===== src/rtl/simple_bus_timer.sv =====
// simple_bus_timer: prescaled 32-bit down-counting timer on the simple register bus with level irq.
// Define TIMER_CAPTURE_EN to add the capture_in port, CAPTURE register and STATUS.CAPTURED.
module simple_bus_timer #(
  parameter int C_S_AXI_ADDR_WIDTH = 6,
  parameter int C_S_AXI_DATA_WIDTH = 32
) (
  input  logic                          S_AXI_ACLK,
  input  logic                          S_AXI_ARESET,
  input  logic [C_S_AXI_ADDR_WIDTH-1:0] wrAddr,
  input  logic [C_S_AXI_DATA_WIDTH-1:0] wrData,
  input  logic                          wr,
  input  logic [C_S_AXI_ADDR_WIDTH-1:0] rdAddr,
  input  logic                          rd,
  output logic [C_S_AXI_DATA_WIDTH-1:0] rdData,
  output logic                          irq
`ifdef TIMER_CAPTURE_EN
  ,
  input  logic                          capture_in
`endif
);
  localparam int AW = C_S_AXI_ADDR_WIDTH - 2;
  logic [AW-1:0] wa, ra;
  logic en, ar, ie, expired, tick, cnt_wr, sts_wr, expire, running, captured;
  logic [7:0] pre, psc;
  logic [31:0] load, count, count_nxt, cap;
  logic unused;
  assign unused = ^{rd, wrAddr[1:0], rdAddr[1:0]};
  assign wa = wrAddr[C_S_AXI_ADDR_WIDTH-1:2];
  assign ra = rdAddr[C_S_AXI_ADDR_WIDTH-1:2];
  assign tick = en && psc == pre;
  assign cnt_wr = wr && wa == AW'(2);
  assign sts_wr = wr && wa == AW'(3);
  assign expire = tick && count == 32'd1 && !cnt_wr;
  assign running = en && count != 32'd0;
  assign irq = expired && ie;
  always_comb count_nxt = cnt_wr ? wrData : (!tick || count == 32'd0) ? count :
                          count == 32'd1 ? (ar ? load : 32'd0) : count - 32'd1;
  always_ff @(posedge S_AXI_ACLK) begin
    if (S_AXI_ARESET) begin
      en <= 1'b0;
      ar <= 1'b0;
      ie <= 1'b0;
      pre <= 8'd0;
      psc <= 8'd0;
      load <= 32'd0;
      count <= 32'd0;
      expired <= 1'b0;
    end else begin
      if (wr && wa == AW'(0)) begin
        en <= wrData[0];
        ar <= wrData[1];
        ie <= wrData[2];
        pre <= wrData[15:8];
      end
      if (wr && wa == AW'(1)) load <= wrData;
      count <= count_nxt;
      psc <= (tick || !en) ? 8'd0 : psc + 8'd1;
      expired <= expire || (expired && !(sts_wr && wrData[0]));
    end
  end
`ifdef TIMER_CAPTURE_EN
  logic cap_prev;
  always_ff @(posedge S_AXI_ACLK) begin
    if (S_AXI_ARESET) begin
      cap_prev <= 1'b0;
      cap <= 32'd0;
      captured <= 1'b0;
    end else begin
      cap_prev <= capture_in;
      if (capture_in && !cap_prev) cap <= count;
      captured <= (capture_in && !cap_prev) || (captured && !(sts_wr && wrData[2]));
    end
  end
`else
  assign cap = 32'd0;
  assign captured = 1'b0;
`endif
  always_comb rdData = ra == AW'(0) ? {16'd0, pre, 5'd0, ie, ar, en} :
                       ra == AW'(1) ? load :
                       ra == AW'(2) ? count :
                       ra == AW'(3) ? {29'd0, captured, running, expired} :
                       ra == AW'(4) ? cap : 32'd0;
endmodule


===== config.mk =====
export PLATFORM = sky130hd
export DESIGN_NAME = simple_bus_timer
export DESIGN_NICKNAME = d
export VERILOG_FILES = /design/src/rtl/simple_bus_timer.sv
export SDC_FILE = /design/constraint.sdc
export NUM_CORES = 1
export LEC_CHECK = 0
export BUFFER_PORTS_ARGS = -buffer_cell sky130_fd_sc_hd__clkbuf_2
export CORE_MARGIN = 2
export CORE_UTILIZATION = 59
export DETAILED_ROUTE_END_ITERATION = 16
export PLACE_DENSITY_LB_ADDON = 0.2
export SLEW_MARGIN = 20
export SYNTH_ARGS = -nofsm -noshare
export SYNTH_HDL_FRONTEND = slang
export SYNTH_SLANG_ARGS = --single-unit

===== constraint.sdc =====
create_clock -name S_AXI_ACLK -period 8.85 [get_ports S_AXI_ACLK]
set_clock_uncertainty 0.2 [all_clocks]
set_input_delay 0.4425 -clock S_AXI_ACLK [delete_from_list [all_inputs] [get_ports S_AXI_ACLK]]
set_output_delay 0.4425 -clock S_AXI_ACLK [all_outputs]
set_load 0.01 [all_outputs]

==> run metrics, run 1 <==
GP Congestion=0.933; Post-DP HPWL=9770 um; Sw Pwr=263 uW; CTS tree=built; critical path fanouts, max=13; DRT Wirelength=14700 um; WL/cell=18.2 um; TritonCTS Sinks=84; Synth Flop Type=dfxtp_1; share of cells above drive strength 1=0.171; Fin Setup TNS=0 ps; vias in the first global route=4686; period utilisation layout=0.456; Seq/Total Area, Yosys=0.337; Critical Path RT=8210 ps; Worst Setup End Kind=output port; die area=0.00922 mm^2; Power Dens Cells=148 mW/mm^2; Final WS setup=4820 ps; Startpoint Class=flip-flop; Root Driver=clkbuf_8; first-pass GRT wire length=23400 um; M3 GR Usage=0.0666; WS Path Type=reg2out; Synth Cell Area=0.00499 mm^2; Die H=96.0 um; Post-synth EDFFs=0; clock power share=0.297; status=complete, no violations; Place WS=5070 ps; CTS clk-pin slew, worst paths=90 ps; syn_area_per_cell=7.67 um^2; most frequent cells in the layout=nor2_1 (98), nand2_1 (87), dfxtp_1 (84); Post-CTS Hold Buffers=0; setup violators final=0; ANT cells=0; fill count=720; Syn Inst Count=651; post-synth cell types=58; synth warn=0; Sw Share=0.323; Most Used Layer, Global Route=met2; FF+latch count, synth=84; Tightest Hold Check Type=in2reg; VDD IR-drop max=0.0795 mV; largest net degree at the start of global routing=63; commonest non-fill, non-tap cell in the layout=nor2_1; P_leak=0.00219 uW; H-tree depth=3; vias after detailed routing=5181; Seq pwr share=0.482; worst-case clock buffer depth=2; Max Cap Violations=0; remaining routing DRC violations=0; GR Util met1=0.430; Post-synth ARST share=0; port buffer count=75; RSZ-0062 raised after global routing=no; Mapped Nets=703; routing usage on met2=0.529; combinational fraction of design power=0.221; Placeable Area=0.00822 mm^2; Initial Util=0.608; fmax=248 MHz; synthesis-to-finish area growth=10.4%; fin nets=751; final worst path period need=4030 ps; Total Routing Usage GR=0.326; Resize count post-CTS=0; Routed Antenna Nets=0; num rows=33; Internal Power=551 uW; endpoints failing hold=0; IO Count=81; CTS buffer count=9; actual slew at the worst max-slew pin=988 ps; clk_lat worst skew=360 ps; Setup Fix Bufs, Post-CTS=0; DR iter-0 viols=545; WP data arrival=3390 ps; vias per inst=6.41; max_slew headroom=0.336; initial antenna violation count=0; GR Overflow Total=0; Detailed Routing Iterations Pass 1=5; Die W=96.0 um; Slew Viols, Final=0
-- synthesized netlist by cell type (5+ instances only) --
cell,number,area share
o32ai_1,6,0.011
nand3_1,13,0.013
clkbuf_1,38,0.029
nor3_1,21,0.021
o21ai_0,10,0.010
mux2i_1,21,0.042
xor2_1,27,0.047
nor2_1,98,0.074
nand2b_1,8,0.010
nor4_1,17,0.021
a311oi_1,10,0.018
a21oi_1,60,0.060
o211ai_1,5,0.0075
nor2b_1,5,0.0063
xnor2_1,6,0.011
and3_1,10,0.013
buf_6,5,0.011
o31ai_1,9,0.014
a22oi_1,32,0.048
nand2_1,87,0.065
dfxtp_1,84,0.34
-- power by group through the flow --
stage               Clock (uW)  Combinational [uW]  Sequential, uW
global route               259                 198             393
finish                     242                 180             392
global placement             0                 171             400
CTS                        243                 176             392
floorplan                    0                 136             398
detailed placement           0                 175             400
-- worst max-delay path, cell delays in order, from the launching register on --
cell      delay (ps)
dfxtp_1          380
nor4_1           770
nand3_1          670
or4_4            780
nand3_1          110
a311oi_1         140
clkbuf_2         170
-- layer usage --
layer	up-vias	wire length, um
met5	-	0
met4	0	308
met3	37	1280
met2	300	6840
met1	2412	6270
li1	2432	-
-- metrics by stage --
stage	hold slack, ps	std cells	util	power (uW)	area (um^2)
2_1_floorplan	236	651	-	534	4990
3_3_place_gp	249	793	0.651	571	5350
3_5_place_dp	267	793	0.652	575	5360
4_1_cts	109	808	0.671	810	5520
5_1_grt	100	808	0.671	849	5520
6_report	110	808	0.671	814	5520
-- cell type report --
cell class	instances	area, um^2	area share
Clock buffer	11	131	0.0238
Clock inverter	4	27.5	0.00499
Inverter	3	11.3	0.00204
Multi-Input combinational cell	515	3070	0.557
Sequential cell	84	1680	0.305
Tap cell	105	131	0.0238
Timing Repair Buffer	86	458	0.0830
-- logic make-up (layout without fill, tap and decap cells) --
| group | Yosys count | in the layout | share of synthesized area |
|---|---|---|---|
| AOI/OAI and AO/OA | 165 | 165 | 0.224 |
| xor gates and xnor gates | 33 | 33 | 0.0579 |
| adders and majority gates | 4 | 4 | 0.0100 |
| buffers and inverters | 52 | 104 | 0.0506 |
| DFF | 84 | 84 | 0.337 |
| muxes | 22 | 22 | 0.0466 |
| and+or+nand+nor | 291 | 291 | 0.275 |
-- registers in the layout (all words and copies together) (netlist names) --
register  flops
pre           8
expired       1
ie            1
count        32
en            1
psc           8
ar            1
load         32
-- worst paths after layout --
kind                            startpoint         to  cells after the start  slack, ps
worst max-delay path             count[10]  rdData[1]                      6       4820
worst min-delay path             wrData[3]    load[3]                      3        110
worst max register to register   count[10]   count[8]                      6       4870
worst min register to register    load[17]   load[17]                      2        280
Note: power is estimated with default switching activity, not from simulation.
==> run 2: changes to the inputs <==
--- a/config.mk
+++ b/config.mk
@@ -7,7 +7,7 @@
 export LEC_CHECK = 0
 export BUFFER_PORTS_ARGS = -buffer_cell sky130_fd_sc_hd__clkbuf_2
 export CORE_MARGIN = 2
-export CORE_UTILIZATION = 59
+export CORE_UTILIZATION = 57
 export DETAILED_ROUTE_END_ITERATION = 16
 export PLACE_DENSITY_LB_ADDON = 0.2
 export SLEW_MARGIN = 20
==> constraint.sdc (replaced) <==
create_clock -name S_AXI_ACLK -period 4 [get_ports S_AXI_ACLK]
set_clock_uncertainty 0.2 [all_clocks]
set_input_delay 0.2 -clock S_AXI_ACLK [delete_from_list [all_inputs] [get_ports S_AXI_ACLK]]
set_output_delay 0.2 -clock S_AXI_ACLK [all_outputs]
set_load 0.01 [all_outputs]
==> run 2 against run 1 <==
Combinational power rose by 140%. Worst hold slack got worse by 37 ps. Power rose by 140%. Critical path depth rose by 1. Via count rose by 1.7%. Die area rose by 3.4%. First-iteration DRC count fell by 8.6%. Sequential share of layout area fell by 2.2 points. Final cell count rose by 5.3%. Critical path type is now reg2reg. Register-to-register slack got worse by 4400 ps. Utilization rose by 2.1 points. Largest power group unchanged.
==> run metrics, run 2 (synthesis results as in run 1) <==
WS Path Type=reg2reg; Resize count post-CTS=0; CTS tree=built; Fin Setup TNS=0 ps; vias per inst=6.19; Die H=97.6 um; Critical Path RT=4080 ps; Tightest Hold Check Type=in2reg; CP max-delay cell=or4_1; status=complete, no violations; DRT Wirelength=15100 um; share of cells above drive strength 1=0.175; actual slew at the worst max-slew pin=773 ps; WL met1=6460 um; fin nets=790; Max Cap Violations=0; CTS clk-pin slew, worst paths=90 ps; Post-Place Cells=803; first-pass GRT wire length=24400 um; DR WL met2=6980 um; clock power share=0.340; Detailed Routing Iterations Pass 1=5; final worst path period need=3540 ps; Placeable Area=0.00859 mm^2; WL/cell=17.7 um; Root Driver=clkbuf_8; synthesis-to-finish area growth=19.1%; Sw Pwr=602 uW; Sw Share=0.306; RSZ-0062 raised after global routing=no; hold_ws=73.3 ps; FF-to-FF End=count[27]; CTS buffer count=9; num rows=34; port buffer count=75; leading registers by flop count=count: 32 flops, load: 32 flops; Power Dens Cells=331 mW/mm^2; CP top delay family=simple AND/OR/NAND/NOR gates; Final Core Density=0.692; Setup Fix Bufs, Post-CTS=0; P_leak=0.00239 uW; fin cells=851; GP Congestion=0.914; endpoints failing hold=0; worst-case clock buffer depth=2; Total Routing Usage GR=0.313; ANT cells=0; remaining routing DRC violations=0; fmax=282 MHz; Hold Crit Depth=4; VDD IR-drop max=0.183 mV; largest net degree at the start of global routing=34; placed cell area=0.00541 mm^2; wire length on met3=1360 um; Die W=97.6 um; GR Overflow Total=0; commonest non-fill, non-tap cell in the layout=nor2_1; Routed Antenna Nets=0; CP peak stage delay=610 ps; Post-CTS Hold Buffers=32; setup violators final=0; Worst Hold End=expired; Seq pwr share=0.440; Internal Power=1370 uW; DR iter-0 viols=498; Min-Delay Startpoint=wrAddr[3]; R2R Setup Slk=460 ps; vias after detailed routing=5269; TritonCTS Sinks=84; Highest Signal Layer=met4; WP data arrival=3620 ps; critical path fanouts, max=11; die area=0.00953 mm^2; reg2reg path depth=7; combinational fraction of design power=0.220; most frequent cells in the layout=nor2_1 (98), nand2_1 (87), dfxtp_1 (84); Initial Util=0.581; max_slew headroom=0.481; cells along the critical path=or4_4 > or4_1 > nor4_1 > and2_1 > buf_4 > nand3_1 > a311oi_1; WP buf/inv=1; clk_lat worst skew=370 ps; post-route cell area=0.00595 mm^2; Post-DP HPWL=9910 um; initial antenna violation count=0; H-tree depth=3; vias in the first global route=4888; Startpoint Class=flip-flop; IO Count=81; Worst Setup End Kind=flip-flop; period utilisation layout=0.886; fill count=729; Slew Viols, Final=0; worst reg2reg startpoint=count[16]
## run 2: cell types whose count changed in the layout (fill, tap and decap cells not counted)
cell	delta
nor3_2	+1
clkinv_4	+3
nor3_4	-1
bufinv_16	+1
clkbuf_8	+3
buf_4	+7
clkinv_2	-1
clkinvlp_4	-3
dlygate4sd3_1	+32
clkbuf_1	-2
## run 2: through the flow
stage / worst slack (ps) / total power (uW)
floorplan: 1110 / 1180
global placement: 707 / 1270
finish: 456 / 1970
global route: 356 / 2050
detailed placement: 536 / 1280
CTS: 512 / 1960
## run 2: tightest hold or removal path: cells and delay by family
family | cells | cell delay, ps
AOI/OAI and AO/OA | 2 | 210
buffers and inverters | 1 | 120
and+or+nand+nor | 1 | 80
## run 2: layout make-up
| cell class | count | area, um^2 | area share |
|---|---|---|---|
| inverter | 3 | 11.3 | 0.00189 |
| timing repair buffer | 125 | 831 | 0.140 |
| clock inverter | 4 | 56.3 | 0.00947 |
| clock buffer | 12 | 165 | 0.0278 |
| sequential | 84 | 1680 | 0.283 |
| tap | 108 | 135 | 0.0227 |
| multi-input combinational | 515 | 3070 | 0.516 |
## run 2: power groups by stage
stage | logic [uW] | clock network (uW) | registers (uW)
2_1_floorplan | 301 | 0 | 881
3_3_place_gp | 384 | 0 | 885
3_5_place_dp | 393 | 0 | 886
4_1_cts | 423 | 675 | 867
5_1_grt | 467 | 710 | 870
6_report | 433 | 669 | 867
## run 2: worst max-delay path by stage
stage | from | end | slack, ps | cells past startpoint
after global placement | count[16] | count[27] | 710 | 7
final | count[16] | count[27] | 460 | 7
after floorplan | count[16] | count[18] | 1110 | 10
after detailed placement | count[16] | count[27] | 540 | 7
after CTS | count[16] | count[27] | 510 | 7
after global routing | count[16] | count[27] | 360 | 7
## run 2: layer usage
metal,track usage,vias up
met4,0.116,0
met5,0,-
met1,0.428,2471
met3,0.0482,26
li1,-,2504
met2,0.500,268
